$ cat src/rtl/instr_fetch.sv
// Instruction fetch stage for the RV32I single-issue core.
// Holds the PC, fetches one word per request/valid handshake, and presents
// the held instruction with pre-sliced fields over a ready/valid handshake.
module instr_fetch #(
    parameter logic [31:0] RESET_PC = 32'h0000_0000
) (
    input  logic        clk,
    input  logic        rst,
    output logic        imemReq,
    output logic [31:0] imemAddr,
    input  logic        imemValid,
    input  logic [31:0] imemRdata,
    output logic        instrValid,
    input  logic        instrReady,
    output logic [31:0] instr,
    output logic [6:0]  op,
    output logic [2:0]  funct3,
    output logic        funct7b5,
    output logic [4:0]  rd,
    output logic [4:0]  rs1,
    output logic [4:0]  rs2,
    output logic [31:0] pc,
    output logic [31:0] pcPlus4,
    input  logic        pcSrc,
    input  logic [31:0] pcTarget,
    output logic        fetchFault,
    output logic [31:0] instrCount
);

    typedef enum logic [1:0] {
        IDLE  = 2'd0,
        FETCH = 2'd1,
        HOLD  = 2'd2,
        FAULT = 2'd3
    } state_t;

    state_t      state_q, state_d;
    logic [31:0] pc_q, pc_d;
    logic [31:0] instr_q, instr_d;
    logic        fault_q, fault_d;
    logic [31:0] count_q, count_d;

    logic        accept;
    logic        target_misaligned;

    assign accept            = (state_q == HOLD) && instrReady;
    assign target_misaligned = (pcTarget[1:0] != 2'b00);

    // State register
    always_ff @(posedge clk) begin
        if (rst) begin
            state_q <= IDLE;
        end else begin
            state_q <= state_d;
        end
    end

    // Next-state selection
    always_comb begin
        state_d = state_q;
        case (state_q)
            IDLE:  state_d = FETCH;
            FETCH: if (imemValid) state_d = HOLD;
            HOLD: begin
                if (accept) begin
                    if (pcSrc && target_misaligned) begin
                        state_d = FAULT;
                    end else begin
                        state_d = FETCH;
                    end
                end
            end
            FAULT: state_d = FAULT;
            default: state_d = IDLE;
        endcase
    end

    // Datapath next values: instruction capture, PC update, fault and count
    always_comb begin
        pc_d    = pc_q;
        instr_d = instr_q;
        fault_d = fault_q;
        count_d = count_q;
        if ((state_q == FETCH) && imemValid) begin
            instr_d = imemRdata;
        end
        if (accept) begin
            count_d = count_q + 32'd1;
            if (pcSrc) begin
                pc_d = pcTarget;
                if (target_misaligned) begin
                    fault_d = 1'b1;
                end
            end else begin
                pc_d = pc_q + 32'd4;
            end
        end
    end

    // Datapath registers
    always_ff @(posedge clk) begin
        if (rst) begin
            pc_q    <= RESET_PC;
            instr_q <= '0;
            fault_q <= 1'b0;
            count_q <= '0;
        end else begin
            pc_q    <= pc_d;
            instr_q <= instr_d;
            fault_q <= fault_d;
            count_q <= count_d;
        end
    end

    // Outputs decoded from state and registered datapath
    always_comb begin
        imemReq    = (state_q == FETCH);
        instrValid = (state_q == HOLD);
        imemAddr   = pc_q;
        pc         = pc_q;
        pcPlus4    = pc_q + 32'd4;
        instr      = instr_q;
        op         = instr_q[6:0];
        funct3     = instr_q[14:12];
        funct7b5   = instr_q[30];
        rd         = instr_q[11:7];
        rs1        = instr_q[19:15];
        rs2        = instr_q[24:20];
        fetchFault = fault_q;
        instrCount = count_q;
    end

endmodule

$ cat config.mk
export PLATFORM = sky130hd
export DESIGN_NAME = instr_fetch
export DESIGN_NICKNAME = d
export VERILOG_FILES = /design/src/rtl/instr_fetch.sv
export SDC_FILE = /design/constraint.sdc
export NUM_CORES = 1
export LEC_CHECK = 0
export CAP_MARGIN = 25
export CORE_MARGIN = 2
export CORE_UTILIZATION = 40
export CTS_CLUSTER_SIZE = 28
export DETAILED_ROUTE_END_ITERATION = 7
export PLACE_DENSITY = 0.89
export SETUP_SLACK_MARGIN = 0.4
export SYNTH_ARGS = -nofsm -noshare
export SYNTH_HDL_FRONTEND = slang
export SYNTH_SLANG_ARGS = --single-unit
$ cat constraint.sdc
create_clock -name clk -period 2.6 [get_ports clk]
set_input_delay 0.78 -clock clk [delete_from_list [all_inputs] [get_ports clk]]
set_output_delay 0.78 -clock clk [all_outputs]
set_load 0.01 [all_outputs]
After elaboration in Yosys (flattened, before gate mapping)
Index checks and enable logic that the tools add are counted.
- register bits after elaboration: 99
- input bits: 69
- output and inout port bits: 189
- word-level logic and storage cells: 24
- $add $sub $neg: 2
- equal/unequal tests: 5
- multiplexer cells: 5
- reduce and logical (&&, ||, !) cells: 7
- operator list (cell ; number):
    adder 32 x 1 -> 32 bit, second input constant ; 1
    adder 32 x 3 -> 32 bit, second input constant ; 1
    2-to-1 mux 32 bit ; 1
    one-hot mux 2 bit (4 select lines) ; 1
    2-to-1 mux 2 bit ; 3
    == test 2 bit, second input constant ; 2
    != test 2 x 1 -> 1 bit, second input constant ; 2
    logical AND 1 bit ; 3
    AND reduction 3 bit ; 1
    == test 2 x 1 -> 1 bit, second input constant ; 1
    logical NOT 2 bit ; 1
    AND reduction 2 bit ; 1
    nonzero test 2 bit ; 1

Longest topological paths before layout
Gate-level depths: netlist of run 1.
- depth in word-level cells: 5
- depth in mapped cells: 7
- depth with buffers taken out: 6

Worst setup path after synthesis of run 1
Ideal clock, no wire load.
- path type: register to output
- from: register pc_q[4], in the netlist imemAddr[4]
- to: output port pcPlus4[15]
- data arrival time: 1723 ps
- required time: 1820 ps
- setup slack: 97 ps
- stages on the path, launching flop included: 6
- buffers on the path: 1
- path through: dfxtp_1 -> buf_2 -> nand3_1 -> nor4_1 -> nand3_1 -> xnor2_1
- longest elaborated chain between the ends: 1
- RTL lines (element ; line ; source):
    start, declared ; 38 ; logic [31:0] pc_q, pc_d;
    start signal, assigned ; 108 ; pc_q <= pc_d;
    adder 32 x 3 -> 32 bit ; 121 ; pcPlus4 = pc_q + 32'd4;
    end, declared ; 23 ; output logic [31:0] pcPlus4,
Every way passes these cells.

Worst setup path after layout of run 1
- from: register pc_q[3], in the netlist imemAddr[3]
- to: output port pcPlus4[26]
The elaborated chain is that of the path after synthesis.

==> results of run 1 <==
-- per-layer routing --
| metal | up-vias | part of all wire [%] | GRT usage [%] |
|---|---|---|---|
| met5 | - | 0 | 0 |
| met4 | 0 | 2.3 | 7.97 |
| met3 | 39 | 7.9 | 5.52 |
| met2 | 306 | 51 | 44.5 |
| met1 | 2965 | 39 | 30.8 |
| li1 | 2997 | - | - |
-- power groups by stage --
stage | clock (uW) | combinational [uW] | sequential (uW)
4_1_cts | 1420 | 490 | 1580
2_1_floorplan | 0 | 208 | 1630
5_1_grt | 1490 | 528 | 1580
3_5_place_dp | 0 | 497 | 1620
6_report | 1400 | 492 | 1580
3_3_place_gp | 0 | 488 | 1610
-- cells by family (layout without fill, tap and decap cells) --
group | Yosys count | after routing | synth area share, %
other cells | 0 | 1 | 0
compound gates | 128 | 128 | 14.0
buf+inv | 121 | 400 | 12.5
flops | 99 | 99 | 35.7
fa+ha+maj | 2 | 2 | 0.450
mux | 4 | 4 | 0.743
xor+xnor | 55 | 55 | 8.67
simple gates | 313 | 313 | 28.0
-- final timing paths --
path	from	end	slack, ns	cells after the start
worst max-delay path	imemAddr[3]	pcPlus4[26]	-0.1	7
worst max register to register	imemAddr[6]	imemAddr[31]	0.48	9
worst min register to register	instr[25]	instr[25]	0.46	2
worst min-delay path	instr[25]	instr[25]	0.46	2
-- through the flow --
stage                     setup slack, ns  instance area (um^2)  cells  TNS [ns]  total power, uW
after floorplan                     0.179                  5730    722         0             1840
after global placement             -0.265                  8550   1138     -2.16             2100
after detailed placement           -0.274                  8550   1138     -3.06             2110
after CTS                          -0.167                  9140   1168    -0.702             3490
after global routing               -0.205                  9450   1182     -2.05             3600
final                             -0.0966                  9450   1182    -0.434             3470
-- state kept, by name, indices dropped and copies added, names as in the netlist --
name	count
imemAddr	32
state_q	2
instrCount	32
fetchFault	1
instr	32
-- repair_timing --
item,CTS,global route
pin swaps,29,30
resized for setup,214,70
endpoints found under the setup margin,66,77
cloned,0,0
buffers inserted,15,13
-- cells in the mapped netlist (all sizes together) (2+ instances only) --
cell    count  area share (%)
clkbuf     38             2.6
inv         8            0.54
nand3      39             3.6
o21ai      21             1.9
ha          2            0.45
a31oi      10             1.1
a22o        2            0.32
nand2     109             7.4
buf        74             9.3
and3       15             1.7
nor4       17             2.2
and4        6            0.97
o21a        2            0.27
dfxtp      99              36
o31ai       7            0.95
nand2b      2            0.23
a32oi       2            0.32
or4         7             1.0
nor2       60             4.1
nor2b       4            0.45
nand3b      2            0.27
o41ai       2            0.32
xor2       16             2.5
a211oi      4            0.54
or3         8            0.90
mux2i       3            0.54
a21o        2            0.27
a32o        6             1.1
xnor2      39             6.1
a21oi      59             5.3
or2         4            0.45
a22oi       5            0.68
nor3       17             1.5
nand4      18             2.5
-- final cells by class --
class	instances	area (um^2)
Inverter	9	33.8
Clock buffer	11	254
Antenna cell	1	2.50
Fill cell	1052	4270
Clock inverter	4	55.1
Sequential cell	99	2040
Multi-Input combinational cell	502	3350
Tap cell	180	225
Timing Repair Buffer	376	3490
-- worst max-delay path, delay by kind of cell (launching register included) --
family / cells / cell delay [ns]
buffers and inverters: 2 / 0.26
xor gates and xnor gates: 1 / 0.17
and+or+nand+nor: 3 / 0.63
adders and majority gates: 1 / 0.14
DFF: 1 / 0.37
==> results.cfg, run 1 <==
[route]
drt_iter0_markers = 471
avgRoutedWirePerCell_um = 16.8
ant_nets = 0
drc = 0
routed-via-count = 6307
viasPerCell = 5.34
drtPass1Iterations = 5
wl_mm = 19.9

[final_layout]
layout_common_cells = 172 x clkdlybuf4s50_1, 103 x nand2_1, 93 x buf_4, 68 x dfxtp_1, 59 x a21oi_1
area_growth_pct = 70.1
nNetsFinal = 1068
drive_gt1_share_pct = 26.4
final_core_util_pct = 68.9
mostFrequentLayoutCell = clkdlybuf4s50_1

[die]
die_h_um = 122
dieArea_um2 = 14800
core-area_um2 = 13700
io_pins = 258
initial_core_util_pct = 40.5
rows = 43
chipWidth_um = 122

[clock_tree]
cts.sinks = 99
cts_buffers = 9
clock_latency_ns = 0.34
cts_tree = done
ctsHoldBuffers = 0
clk_pin_slew_worst_paths_ns = 0.07
cts.htree.levels = 3
cts-root-buf = clkbuf_16
clockBufferDepth = 2

[worst_setup_path]
startpoint_type = flop
path_cells = ha_4 -> buf_6 -> and4_4 -> nand4_1 -> nor4_4 -> xor2_1 -> buf_2
crit_path_max_fanout = 3
end_kind = output pin
required_ns = 1.82
crit_slowest_cell = dfxtp_4
cp.arrival_ns = 1.92
critPathMaxStageDelay_ns = 0.37
critPathKind = reg2out

[timing]
slew_viol_final = 0
hold_viol_final = 0
final.setup.worst_slack_ns = -0.0966
whs_ns = 0.462
clock.fmax_mhz = 371
rsz0062_at_grt = yes
worstMarginPinSlew_ns = 0.585
worst_clock_skew_ns = 0.00720
min_period_ns = 2.70
maxSlewHeadroom_pct = 61.0
setup_viol = 12
min_period_over_period_pct = 104

[synthesis]
syn_area_per_cell_um2 = 7.70
syn-num-nets = 793
synth_edf_count = 0
netlist_area_um2 = 5560
ys_warn_count = 0
synthArstFlopShare_pct = 0
synthCells = 722
synthFlopType = dfxtp_1
synth_cell_types = 57
synth-seq-area-share_pct = 35.7
ys_ff_latch = 99

[global_routing]
grt_start_max_net_pins = 49
grt_pass1_vias = 5861
overflow = 0
grt_use_total_pct = 25.3
grt_pass1_wl_mm = 29.9
antenna_found_initial = 1

[power_and_ir_drop]
internal_power_uw = 2620
p_per_area_nw_per_um2 = 367
clock_power_share_pct = 40.3
ir_worst_vdd_uv = 347
p_comb_share_pct = 14.2
sw_frac_of_total_pct = 24.4
seq_power_share_pct = 45.5
p_sw_uw = 848
leakagePower_uw = 0.00430

[placed_design]
hpwl_mm = 13.9
port_buffers = 257
routabilityCongestion = 0.932

[run_status]
violations = negative setup slack
status = complete, but fails checks

[flow_run]
maxCapViolCount = 0

[worst_hold_path]
hold_class = reg2reg
Power figures use the tool's default switching activity.
==> run 2: changes to the inputs <==
--- a/config.mk
+++ b/config.mk
@@ -5,6 +5,7 @@
 export SDC_FILE = /design/constraint.sdc
 export NUM_CORES = 1
 export LEC_CHECK = 0
+export ABC_CLOCK_PERIOD_IN_PS = 2600
 export CAP_MARGIN = 25
 export CORE_MARGIN = 2
 export CORE_UTILIZATION = 40
==> results of run 2 <==
Same layout as run 1: the final DEF is identical, and so are final timing and power.
